==> src/rtl/npu_pkg.sv <==
// Shared types and default widths for the NPU result path.
package npu_pkg;

  typedef enum logic [1:0] {WB_IDLE, WB_RUN, WB_DONE} wb_state_t;

  localparam int NPU_DATA_W     = 8;
  localparam int NPU_ADDR_W     = 8;
  localparam int NPU_FIFO_DEPTH = 4;

endpackage

==> src/rtl/npu_sync_fifo.sv <==
// Small synchronous FIFO with first-word-fall-through head and a flush input.
module npu_sync_fifo #(
  parameter int DATA_WIDTH = 8,
  parameter int DEPTH      = 4
) (
  input  logic                  clk,
  input  logic                  rst,
  input  logic                  flush,
  input  logic                  push,
  input  logic                  pop,
  input  logic [DATA_WIDTH-1:0] data,
  output logic                  full,
  output logic                  empty,
  output logic [DATA_WIDTH-1:0] head
);

  localparam int AW = $clog2(DEPTH);

  logic [DATA_WIDTH-1:0] mem [DEPTH];
  logic [AW:0]           wr_ptr;
  logic [AW:0]           rd_ptr;
  logic                  do_push;
  logic                  do_pop;

  assign do_push = push && !full;
  assign do_pop  = pop && !empty;

  // Pointers carry one extra wrap bit so full and empty can be told apart.
  assign empty = (wr_ptr == rd_ptr);
  assign full  = (wr_ptr[AW] != rd_ptr[AW]) && (wr_ptr[AW-1:0] == rd_ptr[AW-1:0]);
  assign head  = mem[rd_ptr[AW-1:0]];

  always_ff @(posedge clk) begin
    if (rst || flush) begin
      wr_ptr <= '0;
      rd_ptr <= '0;
    end else begin
      if (do_push) wr_ptr <= wr_ptr + (AW+1)'(1);
      if (do_pop)  rd_ptr <= rd_ptr + (AW+1)'(1);
    end
  end

  always_ff @(posedge clk) begin
    if (do_push) mem[wr_ptr[AW-1:0]] <= data;
  end

endmodule

==> src/rtl/npu_result_writeback.sv <==
// Drains the PE result stream into a memory write port, one word per cycle,
// from a start address for a fixed count; lost results raise a sticky flag.
module npu_result_writeback
  import npu_pkg::*;
#(
  parameter int DATA_WIDTH = NPU_DATA_W,
  parameter int ADDR_WIDTH = NPU_ADDR_W,
  parameter int FIFO_DEPTH = NPU_FIFO_DEPTH
) (
  input  logic                  clk,
  input  logic                  rst,
  input  logic                  i_start,
  input  logic [ADDR_WIDTH-1:0] i_base_addr,
  input  logic [ADDR_WIDTH-1:0] i_count,
  input  logic                  i_valid,
  input  logic [DATA_WIDTH-1:0] i_result,
  output logic                  o_ready,
  output logic                  o_we,
  output logic [ADDR_WIDTH-1:0] o_addr,
  output logic [DATA_WIDTH-1:0] o_wdata,
  output logic                  o_busy,
  output logic                  o_done,
  output logic                  o_overflow
);

  localparam logic [ADDR_WIDTH-1:0] ONE = ADDR_WIDTH'(1);

  wb_state_t             state;
  logic [ADDR_WIDTH-1:0] ptr;
  logic [ADDR_WIDTH-1:0] count;
  logic [ADDR_WIDTH-1:0] accepted;
  logic [ADDR_WIDTH-1:0] written;
  logic                  fifo_full;
  logic                  fifo_empty;
  logic [DATA_WIDTH-1:0] fifo_head;
  logic                  room;
  logic                  push;
  logic                  pop;
  logic                  flush;

  assign room  = (accepted != count);
  assign push  = (state == WB_RUN) && i_valid && !fifo_full && room;
  assign pop   = (state == WB_RUN) && !fifo_empty;
  assign flush = (state == WB_IDLE) && i_start;

  assign o_ready = !fifo_full && (state == WB_RUN) && room;
  assign o_busy  = (state == WB_RUN);

  npu_sync_fifo #(
    .DATA_WIDTH(DATA_WIDTH),
    .DEPTH     (FIFO_DEPTH)
  ) u_fifo (
    .clk  (clk),
    .rst  (rst),
    .flush(flush),
    .push (push),
    .pop  (pop),
    .data (i_result),
    .full (fifo_full),
    .empty(fifo_empty),
    .head (fifo_head)
  );

  // Any strobe that is not pushed is a lost result, whatever the state.
  always_ff @(posedge clk) begin
    if (rst) begin
      state      <= WB_IDLE;
      ptr        <= '0;
      count      <= '0;
      accepted   <= '0;
      written    <= '0;
      o_we       <= 1'b0;
      o_addr     <= '0;
      o_wdata    <= '0;
      o_done     <= 1'b0;
      o_overflow <= 1'b0;
    end else begin
      case (state)
        WB_IDLE: begin
          o_we   <= 1'b0;
          o_done <= 1'b0;
          if (i_start) begin
            ptr        <= i_base_addr;
            count      <= i_count;
            accepted   <= '0;
            written    <= '0;
            o_overflow <= 1'b0;
            state      <= (i_count != '0) ? WB_RUN : WB_DONE;
          end else if (i_valid) begin
            o_overflow <= 1'b1;
          end
        end
        WB_RUN: begin
          o_done <= 1'b0;
          if (push) accepted <= accepted + ONE;
          if (i_valid && !push) o_overflow <= 1'b1;
          if (pop) begin
            o_we    <= 1'b1;
            o_addr  <= ptr;
            o_wdata <= fifo_head;
            ptr     <= ptr + ONE;
            written <= written + ONE;
            if ((written + ONE) == count) state <= WB_DONE;
          end else begin
            o_we <= 1'b0;
          end
        end
        WB_DONE: begin
          o_we   <= 1'b0;
          o_done <= 1'b1;
          state  <= WB_IDLE;
          if (i_valid) o_overflow <= 1'b1;
        end
        default: begin
          o_we  <= 1'b0;
          state <= WB_IDLE;
        end
      endcase
    end
  end

endmodule

==> config.mk <==
export PLATFORM = sky130hd
export DESIGN_NAME = npu_result_writeback
export DESIGN_NICKNAME = d
export VERILOG_FILES = /design/src/rtl/npu_pkg.sv /design/src/rtl/npu_sync_fifo.sv /design/src/rtl/npu_result_writeback.sv
export SDC_FILE = /design/constraint.sdc
export NUM_CORES = 1
export LEC_CHECK = 0
export CAP_MARGIN = 10
export CORE_UTILIZATION = 60
export DETAILED_ROUTE_END_ITERATION = 10
export PLACE_DENSITY = 0.85
export SLEW_MARGIN = 5
export SYNTH_ARGS = -nofsm -noshare
export SYNTH_HDL_FRONTEND = slang
export SYNTH_SLANG_ARGS = --single-unit
==> constraint.sdc <==
create_clock -name clk -period 3.7 [get_ports clk]
set_input_delay 0.555 -clock clk [delete_from_list [all_inputs] [get_ports clk]]
set_output_delay 0.555 -clock clk [all_outputs]
set_load 0.05 [all_outputs]
# After elaboration in Yosys (flattened, before gate mapping)

Memories as Yosys holds them, arrays and structs flattened. A register that Yosys moved wholly into a read port is not among the register bits.
Index checks and enable logic that the tools add are counted.

$lt $le $gt $ge: 0
Reductions and logical operators: 28
Shift-type cells: 0
Bitwise logic cells: 1
Div/mod/pow operators: 0
$mul: 0
Equality and inequality tests: 12
$add $sub $neg: 5
Multiplexer cells: 21

Operators by type and width:

| operator                                                               | count |
|---|---|
| 8-bit case mux with 2 select lines                                     | 3 |
| 8-bit two-way mux                                                      | 5 |
| 8-bit by 1-bit adder with 8-bit output (second input constant)         | 3 |
| 1-bit logical AND                                                      | 11 |
| 3-bit AND reduction                                                    | 3 |
| 8-bit equality test                                                    | 1 |
| 2-bit two-way mux                                                      | 4 |
| 2-bit by 1-bit != test with 1-bit output (second input constant)       | 4 |
| 8-bit != test                                                          | 1 |
| 8-bit nonzero test                                                     | 1 |
| 3-bit by 1-bit adder with 3-bit output (second input constant)         | 2 |
| 1-bit two-way mux                                                      | 6 |
| 2-bit AND reduction                                                    | 3 |
| 2-bit case mux with 2 select lines                                     | 1 |
| 2-bit nonzero test                                                     | 2 |
| 2-bit OR reduction                                                     | 2 |
| 3-bit equality test                                                    | 1 |
| 1-bit zero test                                                        | 3 |
| 1-bit case mux with 3 select lines                                     | 1 |
| 3-bit nonzero test                                                     | 1 |
| 2-bit by 1-bit equality test with 1-bit output (second input constant) | 1 |
| 2-bit equality test                                                    | 1 |
| 2-bit equality test (second input constant)                            | 1 |
| 2-bit zero test                                                        | 1 |
| 5 further kinds                                                        | 5 |

Memory bits (writable): 32
Register bits after elaboration: 51
Latch bits: 0
Memories kept: 1
ROM bits: 0

Memories:

| memory     | words | bits a word | read ports | clocked after Yosys merged registers in | write ports | line                | source |
|---|---|---|---|---|---|---|---|
| u_fifo.mem | 4     | 8           | 1          | 1                                       | 1           | npu_sync_fifo.sv:19 | `logic [DATA_WIDTH-1:0] mem [DEPTH];` |

# Longest topological paths before layout

Depth after elaboration: 9
Gate-level depth with buffers: 9
Gate-level depth less buffers: 8

# Hierarchy

Synthesis repeated with hierarchy kept, for this count alone.

Cells, all modules: 467
Area total of the unflattened synthesis: 4,468.0 sq um

Modules (own cells, without submodules):

| module               | times used | cells an instance | area an instance (sq um) |
|---|---|---|---|
| npu_result_writeback | 1          | 357               | 2,741.4 |
| npu_sync_fifo        | 1          | 110               | 1,726.7 |

# Least setup slack after synthesis

OpenSTA, ideal clock, no wires.

Path type: reg-to-reg
Start point: reg state[1]
End point: mem u_fifo.mem[3][0], enable pin
Arrival: 2.657 ns
Library setup time: 0.340 ns
Buffers on the path: 1
Required time: 3.360 ns
Slack: 0.702 ns
Stages on the path, launching flop included: 7
Cell sequence: dfxtp_1 -> inv_1 -> ha_1 -> clkbuf_1 -> o31ai_1 -> a21oi_1 -> and3_1

Cells in the longest elaborated chain, start to end: 7

Ends and longest elaborated chain:

| what                                           | line                       | source |
|---|---|---|
| start, declared                                | npu_result_writeback.sv:28 | `wb_state_t state;` |
| start signal, assigned                         | npu_result_writeback.sv:88 | `state <= (i_count != '0) ? WB_RUN : WB_DONE;` |
| 2-bit by 1-bit equality test with 1-bit output | -                          |  |
| net o_busy                                     | npu_result_writeback.sv:21 | `output logic o_busy,` |
| 1-bit logical AND (3 in series)                | npu_result_writeback.sv:42 | `assign push = (state == WB_RUN) && i_valid && !fifo_full && room;` |
| 1-bit logical AND                              | npu_sync_fifo.sv:25        | `assign do_push = push && !full;` |
| 1-bit two-way mux                              | npu_sync_fifo.sv:44        | `if (do_push) mem[wr_ptr[AW-1:0]] <= data;` |
| 1-bit two-way mux (not written as such)        | npu_sync_fifo.sv:44        |  |
| end, declared                                  | npu_sync_fifo.sv:19        |  |

The timed path passes the listed nets, and every way through them passes these cells.

# Final worst setup path

Start point: reg u_fifo.wr_ptr[1]
End point: out o_ready

Cells in the longest elaborated chain, start to end: 5

Ends and longest elaborated chain:

| what                            | line                       | source |
|---|---|---|
| start, declared                 | npu_sync_fifo.sv:20        | `logic [AW:0] wr_ptr;` |
| start signal, assigned          | npu_sync_fifo.sv:38        | `if (do_push) wr_ptr <= wr_ptr + (AW+1)'(1);` |
| 2-bit equality test             | npu_sync_fifo.sv:30        | `assign full = (wr_ptr[AW] != rd_ptr[AW]) && (wr_ptr[AW-1:0] == rd_ptr[AW-1:0]);` |
| 1-bit logical AND               | npu_sync_fifo.sv:30        |  |
| 1-bit zero test                 | npu_result_writeback.sv:46 | `assign o_ready = !fifo_full && (state == WB_RUN) && room;` |
| 1-bit logical AND (2 in series) | npu_result_writeback.sv:46 |  |
| end, declared                   | npu_result_writeback.sv:17 | `output logic o_ready,` |

No other way between the ends.

==> key figures <==
Run status
  • Status: complete, no violations

Power
  • Pwr dens: 556 nW/µm²
  • Internal power: 1.71 mW
  • VDD IR max: 0.000371 V
  • Clk pwr share: 24.3%
  • Power share of the sequential group: 44.2%
  • Static Leak: 1.77 nW
  • Total net switching power: 1.05 mW
  • Combinational fraction of design power: 31.5%
  • Switching share of power: 38.1%

Timing
  • Final hold vios: 0
  • RSZ-0062 raised after global routing: false
  • Pin slew with the least headroom to its limit: 0.661 ns
  • Count of final max-slew check failures: 0
  • Clock Skew: 0.0102 ns
  • Relative slew slack: 55.8%
  • Final period util: 78.8%
  • Post-route setup TNS: 0 ns
  • Final critical-path required period: 2.91 ns
  • Fmax: 343 MHz
  • Final setup viols: 0

Yosys
  • Compound-cell area share of the yosys netlist: 12.5%
  • Post-synth EDFFs: 32
  • Cell with the most instances after synthesis: nand2_1
  • Xor/xnor share of the synthesized area: 6.20%
  • Synth Net Count: 475
  • Largest cells by area after synthesis: dfxtp_1, edfxtp_1, nand2_1
  • FF+latch count, synth: 91
  • Adder-Cell Fraction of Synth Area: 3.56%
  • Mux share of post-synthesis cell area: 5.46%
  • Simple-gate share of the synthesized area: 18.5%
  • Post-synth top cells: nand2_1, dfxtp_1, a21oi_1
  • Mapped Area: 4220 µm²
  • Mapped Cells: 435
  • Leading area contributor after synthesis: dfxtp_1
  • Distinct cells, synth: 49
  • Ys Warns: 0
  • Asr flop ratio synth: 0%
  • Top_reg_cell synth: dfxtp_1
  • Sequential-to-total area share from yosys stat: 50.8%
  • Main combinational cell family by area after synthesis: simple AND/OR/NAND/NOR gates
  • Mean Syn Cell Area: 9.69 µm²
  • Synth top area share: 28.0%

Final layout
  • Filler Cell Count: 498
  • Antenna diodes: 0
  • Share of cells above drive strength 1: 7.26%
  • Layout area overhead: 17.8%
  • Register area: 2140 µm²
  • Final #Nets: 517
  • Area of the multi-input gates: 1950 µm²
  • Final Util: 73.1%

Routing
  • Final ANT Viol Nets: 0
  • Vias: 3323
  • DRC: 0
  • DRT Pass-1 Iters: 4
  • Final WL: 9010 µm
  • Vias per inst: 5.75
  • Routed len/inst: 15.6 µm
  • Iter 0 DRT Violations: 202

Global routing
  • Vias in the first global route: 3146
  • Largest net degree at the start of global routing: 34
  • Initial antenna violation count: 0
  • First-pass GRT wire length: 14800 µm
  • GRT overflow: 0
  • GRT Util Overall: 26.2%

Clock network
  • Worst-Skew Late Latency: 0.36 ns
  • Clock-pin slew on the worst setup and hold paths: 0.10 ns
  • Post-CTS Hold Fix Bufs: 0
  • Clock Tree Buf Depth: 2
  • Clock root cell: clkbuf_8
  • Clock sink count: 91
  • H-Tree Depth: 3
  • Num CTS Buffers: 9
  • TritonCTS clock tree: done
  • Post-CTS Resized: 0
  • # Post-CTS Setup Buffers: 0

Min path
  • Hold Path Class: reg -> reg
  • Hold Path Origin: o_wdata[0]$_SDFFE_PP0P_
  • Worst hold stages: 2

Floorplanning
  • FP Rows: 30
  • Num ports: 49
  • Core box area: 6790 µm²
  • Full die area: 7370 µm²
  • Die height: 85.8 µm
  • Initial Util: 62.1%
  • Die Wd: 85.8 µm

Critical path
  • CP Class: reg -> out
  • Crit. End Element: primary output
  • RR Startpoint: state[1]$_SDFFE_PP0P_
  • Worst Setup SP: u_fifo.wr_ptr[1]$_SDFFE_PP0P_
  • FF-to-FF path depth: 8
  • Worst Path Max Fanout: 6
  • Crit path DAT: 2.36 ns
  • Slack of the worst reg-to-reg path: 1.31 ns
  • Reg-to-Reg End: accepted[6]$_SDFFE_PP0P_
  • CP required: 3.14 ns
  • Critical path startpoint category: register
  • Setup crit end: o_ready

Placed design
  • Port bufs: 48
  • Post-DP HPWL: 6310 µm
  • Routability Congestion: 0.943

Flow run
  • Max Cap Viol: 0
## sequential cells by signal, indices dropped and copies added, names as in the netlist
| signal | flops |
|---|---|
| accepted | 8 |
| count | 8 |
| o_addr | 8 |
| o_done | 1 |
| o_overflow | 1 |
| o_wdata | 8 |
| o_we | 1 |
| ptr | 8 |
| state | 2 |
| u_fifo.mem | 32 |
| u_fifo.rd_ptr | 3 |
| u_fifo.wr_ptr | 3 |
| written | 8 |
## worst max-delay path, cell delays in order, from the launching register on
cell	delay, ns
dfxtp_1	0.47
xor2_1	0.22
o31ai_1	0.12
a21oi_1	0.30
clkdlybuf4s50_1	0.89
## power by group through the flow
stage               Combinational, mW  Sequential, mW  Clock (mW)
floorplan                       0.612            1.25           0
global placement                0.837            1.23           0
detailed placement              0.859            1.24           0
CTS                             0.867            1.22       0.678
global route                    0.973            1.23       0.718
finish                          0.870            1.22       0.670
## worst min-delay path by stage
stage,endpoint
2_1_floorplan,o_addr[7]$_SDFFE_PP0P_
3_3_place_gp,o_addr[3]$_SDFFE_PP0P_
3_5_place_dp,o_wdata[0]$_SDFFE_PP0P_
4_1_cts,o_wdata[0]$_SDFFE_PP0P_
5_1_grt,o_addr[7]$_SDFFE_PP0P_
6_report,o_wdata[0]$_SDFFE_PP0P_
## placed cells by master (no fill, tap or decap), types with 2 or more instances in the layout
cell type and instances:
nand3_1 10, nand2_1 88, or4_1 3, a22oi_1 3, a21o_1 3, and3_1 8, nand4_1 2, nand2b_1 2
mux2i_1 5, nor2b_1 4, o31ai_1 4, inv_1 7, ha_1 12, xnor2_1 13, a21oi_1 45, edfxtp_1 32
nand3b_1 2, a211oi_1 6, mux4_2 8, clkbuf_8 9, o21ai_0 12, nor2_1 33, clkdlybuf4s50_1 48, and2_1 3
o311ai_0 2, xor2_1 15, dfxtp_1 59, buf_4 6, or3_1 2, clkinv_4 2, nor4_1 5, nor3_1 6
inv_8 3, nand4b_1 2
## per-stage QoR
| step | area, µm² | power (mW) | instances | hold slack, ns | setup WS, ns |
|---|---|---|---|---|---|
| floorplan | 4220 | 1.86 | 435 | 0.446 | 0.702 |
| global placement | 4770 | 2.07 | 562 | 0.443 | 1.24 |
| detailed placement | 4770 | 2.10 | 562 | 0.447 | 1.17 |
| CTS | 4970 | 2.76 | 578 | 0.462 | 0.776 |
| global route | 4970 | 2.92 | 578 | 0.480 | 0.573 |
| finish | 4970 | 2.76 | 578 | 0.458 | 0.785 |
## routing by layer
metal / global-route usage [%] / share of wire [%]
met5: 0 / 0
met4: 9.55 / 2.0
met3: 6.45 / 4.9
met2: 42.8 / 50
met1: 34.1 / 43
## logic make-up after synthesis
kind of cell | after synthesis
and+or+nand+nor | 173
DFF | 91
AOI/OAI and AO/OA | 86
buffers and inverters | 31
xor gates and xnor gates | 29
muxes | 13
adders and majority gates | 12
## final cells by class
| type | count | share of cell area, % |
|---|---|---|
| multi-input combinational | 313 | 39.2 |
| timing repair buffer | 54 | 10.6 |
| clock buffer | 9 | 2.49 |
| inverter | 8 | 0.605 |
| tap | 96 | 2.42 |
| clock inverter | 7 | 1.54 |
| sequential | 91 | 43.1 |
No activity file was read; power rests on OpenSTA's default activity.
